`src/rtl/voice_alloc.sv`:
```
// Voice allocator: scans the slot table one entry per cycle and issues one voice RAM write per event.
// Define VOICE_STEAL_EN to steal released / round-robin slots when no slot is free.
module voice_alloc #(
  parameter int VOICE_AW = 8
) (
  input  logic                clk32,
  input  logic                rst,
  input  logic                ev_valid,
  output logic                ev_ready,
  input  logic                ev_on,
  input  logic [6:0]          ev_note,
  input  logic [6:0]          ev_velocity,
  input  logic [3:0]          ev_channel,
  input  logic                free_valid,
  input  logic [VOICE_AW-1:0] free_voice,
  output logic                v_we,
  output logic [VOICE_AW-1:0] v_addr,
  output logic [6:0]          v_note,
  output logic [3:0]          v_channel,
  output logic [6:0]          v_velocity,
  output logic                v_pressed,
  output logic                v_released,
  output logic                steal,
  output logic                drop,
  output logic [VOICE_AW:0]   active_cnt
);
  localparam int NV = 1 << VOICE_AW;
  localparam logic [VOICE_AW:0] NV_CNT = (VOICE_AW+1)'(NV);

  typedef enum logic [1:0] {S_CLEAR, S_IDLE, S_SCAN, S_COMMIT} state_t;
  state_t r_state, w_next;

  logic [NV-1:0] r_occ, r_rel;
  logic [3:0]    r_tchan [NV];
  logic [6:0]    r_tnote [NV];

  logic [VOICE_AW-1:0] r_idx;
  logic                r_on;
  logic [6:0]          r_note, r_vel;
  logic [3:0]          r_chan;
  logic                r_hit_m, r_hit_f;
  logic [VOICE_AW-1:0] r_m, r_f;

  logic                w_xfer, w_last, w_match, w_hm, w_hf;
  logic [VOICE_AW-1:0] w_m, w_f, w_on_tgt, w_addr_d;
  logic                w_on_ok, w_steal_case;
  logic                w_we_d, w_drop_d, w_steal_d;
  logic                w_inc, w_dec;

  assign w_xfer  = ev_valid && ev_ready;
  assign w_last  = &r_idx;
  assign w_match = r_occ[r_idx] && !r_rel[r_idx] &&
                   (r_tchan[r_idx] == r_chan) && (r_tnote[r_idx] == r_note);
  // Fold the entry under examination into the running "first hit" records
  assign w_hm = r_hit_m || w_match;
  assign w_m  = r_hit_m ? r_m : r_idx;
  assign w_hf = r_hit_f || !r_occ[r_idx];
  assign w_f  = r_hit_f ? r_f : r_idx;

`ifdef VOICE_STEAL_EN
  logic                r_hit_r;
  logic [VOICE_AW-1:0] r_r, r_rr;
  logic                w_hr;
  logic [VOICE_AW-1:0] w_r;

  assign w_hr         = r_hit_r || (r_occ[r_idx] && r_rel[r_idx]);
  assign w_r          = r_hit_r ? r_r : r_idx;
  assign w_on_ok      = 1'b1;
  assign w_steal_case = !w_hm && !w_hf;
  assign w_on_tgt     = w_hm ? w_m : w_hf ? w_f : w_hr ? w_r : r_rr;

  always_ff @(posedge clk32) begin
    if (rst) begin
      r_hit_r <= 1'b0;
      r_r     <= '0;
      r_rr    <= '0;
    end else begin
      if (w_xfer) r_hit_r <= 1'b0;
      else if (r_state == S_SCAN && !r_hit_r && r_occ[r_idx] && r_rel[r_idx]) begin
        r_hit_r <= 1'b1;
        r_r     <= r_idx;
      end
      if (w_steal_d && !w_hr) r_rr <= r_rr + 1'b1;
    end
  end
`else
  assign w_on_ok      = w_hm || w_hf;
  assign w_steal_case = 1'b0;
  assign w_on_tgt     = w_hm ? w_m : w_f;
`endif

  always_ff @(posedge clk32) begin
    if (rst) r_state <= S_CLEAR;
    else     r_state <= w_next;
  end

  always_comb begin
    w_next = r_state;
    case (r_state)
      S_CLEAR:  if (w_last) w_next = S_IDLE;
      S_IDLE:   if (w_xfer) w_next = S_SCAN;
      S_SCAN: begin
        if (r_on) begin
          if (w_last) w_next = w_on_ok ? S_COMMIT : S_IDLE;
        end else if (w_match) w_next = S_COMMIT;
        else if (w_last)      w_next = S_IDLE;
      end
      S_COMMIT: w_next = S_IDLE;
      default:  w_next = S_CLEAR;
    endcase
  end

  always_comb begin
    w_we_d    = 1'b0;
    w_drop_d  = 1'b0;
    w_steal_d = 1'b0;
    w_addr_d  = r_idx;
    if (r_state == S_SCAN) begin
      if (r_on) begin
        w_addr_d = w_on_tgt;
        if (w_last) begin
          w_we_d    = w_on_ok;
          w_drop_d  = !w_on_ok;
          w_steal_d = w_steal_case;
        end
      end else begin
        w_we_d   = w_match;
        w_drop_d = !w_match && w_last;
      end
    end
  end

  always_ff @(posedge clk32) begin
    if (rst) begin
      ev_ready   <= 1'b0;
      v_we       <= 1'b0;
      steal      <= 1'b0;
      drop       <= 1'b0;
      v_addr     <= '0;
      v_note     <= '0;
      v_channel  <= '0;
      v_velocity <= '0;
      v_pressed  <= 1'b0;
      v_released <= 1'b0;
    end else begin
      ev_ready <= (w_next == S_IDLE);
      v_we     <= w_we_d;
      steal    <= w_steal_d;
      drop     <= w_drop_d;
      if (w_we_d) begin
        v_addr     <= w_addr_d;
        v_note     <= r_note;
        v_channel  <= r_chan;
        v_velocity <= r_vel;
        v_pressed  <= r_on;
        v_released <= !r_on;
      end
    end
  end

  always_ff @(posedge clk32) begin
    if (rst) begin
      r_idx   <= '0;
      r_on    <= 1'b0;
      r_note  <= '0;
      r_vel   <= '0;
      r_chan  <= '0;
      r_hit_m <= 1'b0;
      r_hit_f <= 1'b0;
      r_m     <= '0;
      r_f     <= '0;
    end else begin
      if (r_state == S_CLEAR || r_state == S_SCAN) r_idx <= r_idx + 1'b1;
      if (w_xfer) begin
        r_idx   <= '0;
        r_on    <= ev_on && (ev_velocity != 7'd0);
        r_note  <= ev_note;
        r_vel   <= ev_velocity;
        r_chan  <= ev_channel;
        r_hit_m <= 1'b0;
        r_hit_f <= 1'b0;
      end else if (r_state == S_SCAN) begin
        if (!r_hit_m && w_match) begin
          r_hit_m <= 1'b1;
          r_m     <= r_idx;
        end
        if (!r_hit_f && !r_occ[r_idx]) begin
          r_hit_f <= 1'b1;
          r_f     <= r_idx;
        end
      end
    end
  end

  // Commit is written after the free so it wins on a same-slot collision
  always_ff @(posedge clk32) begin
    if (!rst) begin
      if (r_state == S_CLEAR) begin
        r_occ[r_idx]   <= 1'b0;
        r_rel[r_idx]   <= 1'b0;
        r_tchan[r_idx] <= '0;
        r_tnote[r_idx] <= '0;
      end else begin
        if (free_valid) begin
          r_occ[free_voice] <= 1'b0;
          r_rel[free_voice] <= 1'b0;
        end
        if (r_state == S_COMMIT) begin
          if (v_pressed) begin
            r_occ[v_addr]   <= 1'b1;
            r_rel[v_addr]   <= 1'b0;
            r_tchan[v_addr] <= v_channel;
            r_tnote[v_addr] <= v_note;
          end else begin
            r_occ[v_addr] <= r_occ[v_addr];
            r_rel[v_addr] <= 1'b1;
          end
        end
      end
    end
  end

  assign w_inc = (r_state == S_COMMIT) && v_pressed && !r_occ[v_addr];
  assign w_dec = free_valid && (r_state != S_CLEAR) && r_occ[free_voice] &&
                 !((r_state == S_COMMIT) && (free_voice == v_addr));

  always_ff @(posedge clk32) begin
    if (rst) active_cnt <= '0;
    else if (w_inc && !w_dec && active_cnt != NV_CNT) active_cnt <= active_cnt + 1'b1;
    else if (w_dec && !w_inc && active_cnt != '0)     active_cnt <= active_cnt - 1'b1;
  end

endmodule

```
`config.mk`:
```
export PLATFORM = sky130hd
export DESIGN_NAME = voice_alloc
export DESIGN_NICKNAME = d
export VERILOG_FILES = /design/src/rtl/voice_alloc.sv
export SDC_FILE = /design/constraint.sdc
export NUM_CORES = 2
export LEC_CHECK = 0
export CAP_MARGIN = 40
export CORE_MARGIN = 2
export CORE_UTILIZATION = 28
export CTS_CLUSTER_SIZE = 14
export DETAILED_ROUTE_END_ITERATION = 7
export PLACE_DENSITY_LB_ADDON = 0.15
export SLEW_MARGIN = 25
export SYNTH_ARGS = -nofsm -noshare
export SYNTH_HDL_FRONTEND = slang
export SYNTH_SLANG_ARGS = --single-unit
```
`constraint.sdc`:
```
create_clock -name clk32 -period 16.18 [get_ports clk32]
set_input_delay 3.236 -clock clk32 [delete_from_list [all_inputs] [get_ports clk32]]
set_output_delay 3.236 -clock clk32 [all_outputs]
set_load 0.01 [all_outputs]
```
==> results.md <==
* Pin count of the biggest net entering global routing at 160
* Hold-fix buffers, CTS at 0
* Launch point of the worst hold path: r_m[6]$_SDFFE_PP0P_
* Initial Utilization at 0.2809
* Non-filler cells, final at around 17000
* Largest cells by area after synthesis: edfxtp_1, mux4_2, o21ai_0
* Sequential area share after synthesis at 0.6859
* Setup violators final at 0
* Vias in the first global route at 89670
* Die X at 732.2 um
* Worst Setup Start Kind: primary input
* Layout Area Growth over Synthesis at 16.13%
* CTS tree: done
* Die Y at 732.2 um
* Least-Margin Pin Slew at around 1.0 ns
* Cell count after placement at 15970
* Max IR drop VDD at 0.1119 mV
* Post-synth top area cell: edfxtp_1
* First-pass GRT wire length at 777300 um
* WL final at 572600 um
* Clk_lat worst skew at 1.02 ns
* Num Clock Sinks at 3423
* Static Leak at 52.03 nW
* Setup TNS at 0 ns
* Synth async-reset ratio at 0
* Post-synth top flop: edfxtp_1
* Maximum clock frequency at 111.9 MHz
* Count of cell types in the netlist at 99
* Clock buffer depth at 4
* Final period utilization at 0.5525
* Clk slew on worst S/H paths at 0.06 ns
* Final antenna-violating net count at 0
* PD cells at 112.6 nW/um^2
* Initial antenna violation count at between 40 and 50
* CP startpoint: free_voice[0]
* Die Area at 536100 um^2
* Min Tclk post-route at 8.940 ns
* Fin util at 0.3262
* Resized Gates After CTS at 0
* RSZ-0062 raised after global routing: false
* Status: finished clean
* Nets at 9436
* Worst Path Arrival at 9.80 ns
* Maximum capacitance violations at 0
* Post-route DRC at 0
* Post-CTS setup buffer count at 0
* Crit Path Class: primary input to register
* Clk root buf: clkbuf_16
* Final instance area at approximately 170000 um^2
* GRT Overall Usage at 0.2056
* Gpl congestion at slightly below 0.9
* Vias per cell at 5.520
* Synth Cell Area at 148500 um^2
* Remaining Overflow, GRT at 0
* HPWL after DPL at approximately 370000 um
* Multi-input logic area at 43630 um^2
* Drt first pass iters at 6
* Cell Rows at 267
* Dpl cell area at around 160000 um^2
* PnR worst setup slack at 7.240 ns
* Mapped Cells at 9182
* Number of synthesized flops with an enable pin at between 3000 and 4000
* Final Skew at 0.09015 ns
* Num CTS Buffers at 388
* Core box area at 528500 um^2
* H-tree depth at 5
* Peak fanout along the critical path at 42
* CP endpoint kind: register
* Slew Limit Fails at 0
* Syn avg cell area at approximately 16 um^2
* Net Count, Synth at 9225
* Pre-CTS setup slack at 6.396 ns
* Reg area at a little over 100000 um^2
* Filler cell count at 51140
* Post-synth top area share at 0.6731
* Vias at between 90000 and 100k
* Layout cells sized above 1 at 0.2231
* Worst relative slew slack at 0.3185
* DRT iter0 DRCs at 12300
* Required time of the critical path at 17.04 ns
* Final Hold Violating Endpoints at 0
* FF+latch count, synth at 3423
* Wire per inst at 34.24 um
* Warnings, synthesis at 0
* # IOs at 72
* Port buffer count at 70
* Min-Delay Path Class: register to register
critical path, cell delays in order:
cell	delay, ns
buf_6	0.48
buf_4	0.72
mux4_2	0.60
mux4_2	0.54
mux4_2	0.58
mux2_2	0.29
nand2_1	0.08
a21oi_1	0.12
buf_4	0.23
a211oi_2	0.32
inv_1	0.21
ha_1	0.35
nor2b_1	0.15
o21ai_0	0.28
a21boi_0	0.18
o21ai_0	0.31
nand2_1	0.16
a21o_1	0.20
a21oi_1	0.24
or3_1	0.17
nand3_1	0.08
o311ai_1	0.10
nor2_1	0.07
synthesized netlist by cell type (52+ instances only):
cell type / instances
a21oi_1: 161
buf_6: 52
clkbuf_1: 415
edfxtp_1: 3328
buf_4: 63
dfxtp_1: 95
mux2i_1: 502
nand3_1: 149
mux4_2: 804
nor2_1: 386
nand2_1: 867
buf_2: 126
o22ai_1: 283
a22oi_1: 241
o21ai_0: 1008
metrics by stage:
step           hold WS, ns  total power, mW
6_report            0.4592            19.42
5_1_grt             0.4713            19.94
4_1_cts             0.4604            19.57
3_5_place_dp        0.4517            11.04
3_3_place_gp        0.4411            11.02
2_1_floorplan       0.4350            10.63
placed cells by master, fill, tap and decap left out, types with 34 or more instances in the layout:
master,count
buf_4,350
o21ai_0,1006
clkinv_2,72
clkdlybuf4s50_1,65
nor2_2,173
a22oi_1,241
mux4_2,804
dfxtp_1,83
nand4_1,51
nor3_1,34
nand2_2,38
a21oi_1,161
clkbuf_16,390
mux2i_1,501
edfxtp_1,3328
nand2_1,830
clkbuf_1,93
nand3_1,127
buf_12,42
buf_16,46
clkinv_1,82
o22ai_1,282
nor2_1,212
flip-flops by register name, indices dropped and copies added (netlist names), named ones only:
register    cells
r_hit_f         1
drop            1
r_note          7
r_state         2
r_rel         256
v_note          7
r_occ         256
active_cnt      9
r_m             8
v_channel       4
ev_ready        1
v_we            1
r_chan          4
v_addr          8
v_pressed       1
r_tnote      1792
v_velocity      7
r_vel           7
r_on            1
r_hit_m         1
r_idx           8
r_tchan      1024
v_released      1
r_f             8
power breakdown:
| part | switching, mW | internal [mW] | leakage, nW |
|---|---|---|---|
| Sequential | 0.0845 | 9.69 | 30.5 |
| Combinational | 0.666 | 0.422 | 15.7 |
| Clock | 3.76 | 4.80 | 5.88 |
layout make-up:
type,instances,share of cell area
flip-flops and latches,3423,0.5909
multi-input cells,4991,0.2531
clock buffers,483,0.05869
well taps,6994,0.05075
repair buffers,546,0.03384
clock inverters,210,0.01133
inverters,43,0.0009797
diodes,32,0.0004644
final timing paths:
kind / to / slack (ns) / cells past startpoint
min reg2reg: r_m[6]$_SDFFE_PP0P_ / 0.46 / 2
min: r_m[6]$_SDFFE_PP0P_ / 0.46 / 2
max: active_cnt[8]$_SDFFE_PP0P_ / 7.24 / 23
max reg2reg: r_m[1]$_SDFFE_PP0P_ / 8.50 / 15
cells by family (layout without fill, tap and decap cells):
kind of cell	after synthesis	in the layout	synth area share
AO/OA/AOI/OAI	1933	1933	0.07679
XOR/XNOR	20	20	0.001180
adder cells (fa/ha/maj)	12	12	0.001062
buffers and inverters	768	1282	0.02646
flip-flops	3423	3423	0.6859
multiplexers	1331	1331	0.1583
other	1	33	0.00002526
AND/OR/NAND/NOR	1694	1694	0.05025
per-layer routing:
layer,global-route usage,share of wire,up-vias
li1,-,-,37370
met1,0.2777,0.42,49220
met2,0.3310,0.47,4688
met3,0.04001,0.076,1022
met4,0.07131,0.039,8
met5,0,0.000080,-
Note: power is estimated with default switching activity, not from simulation.
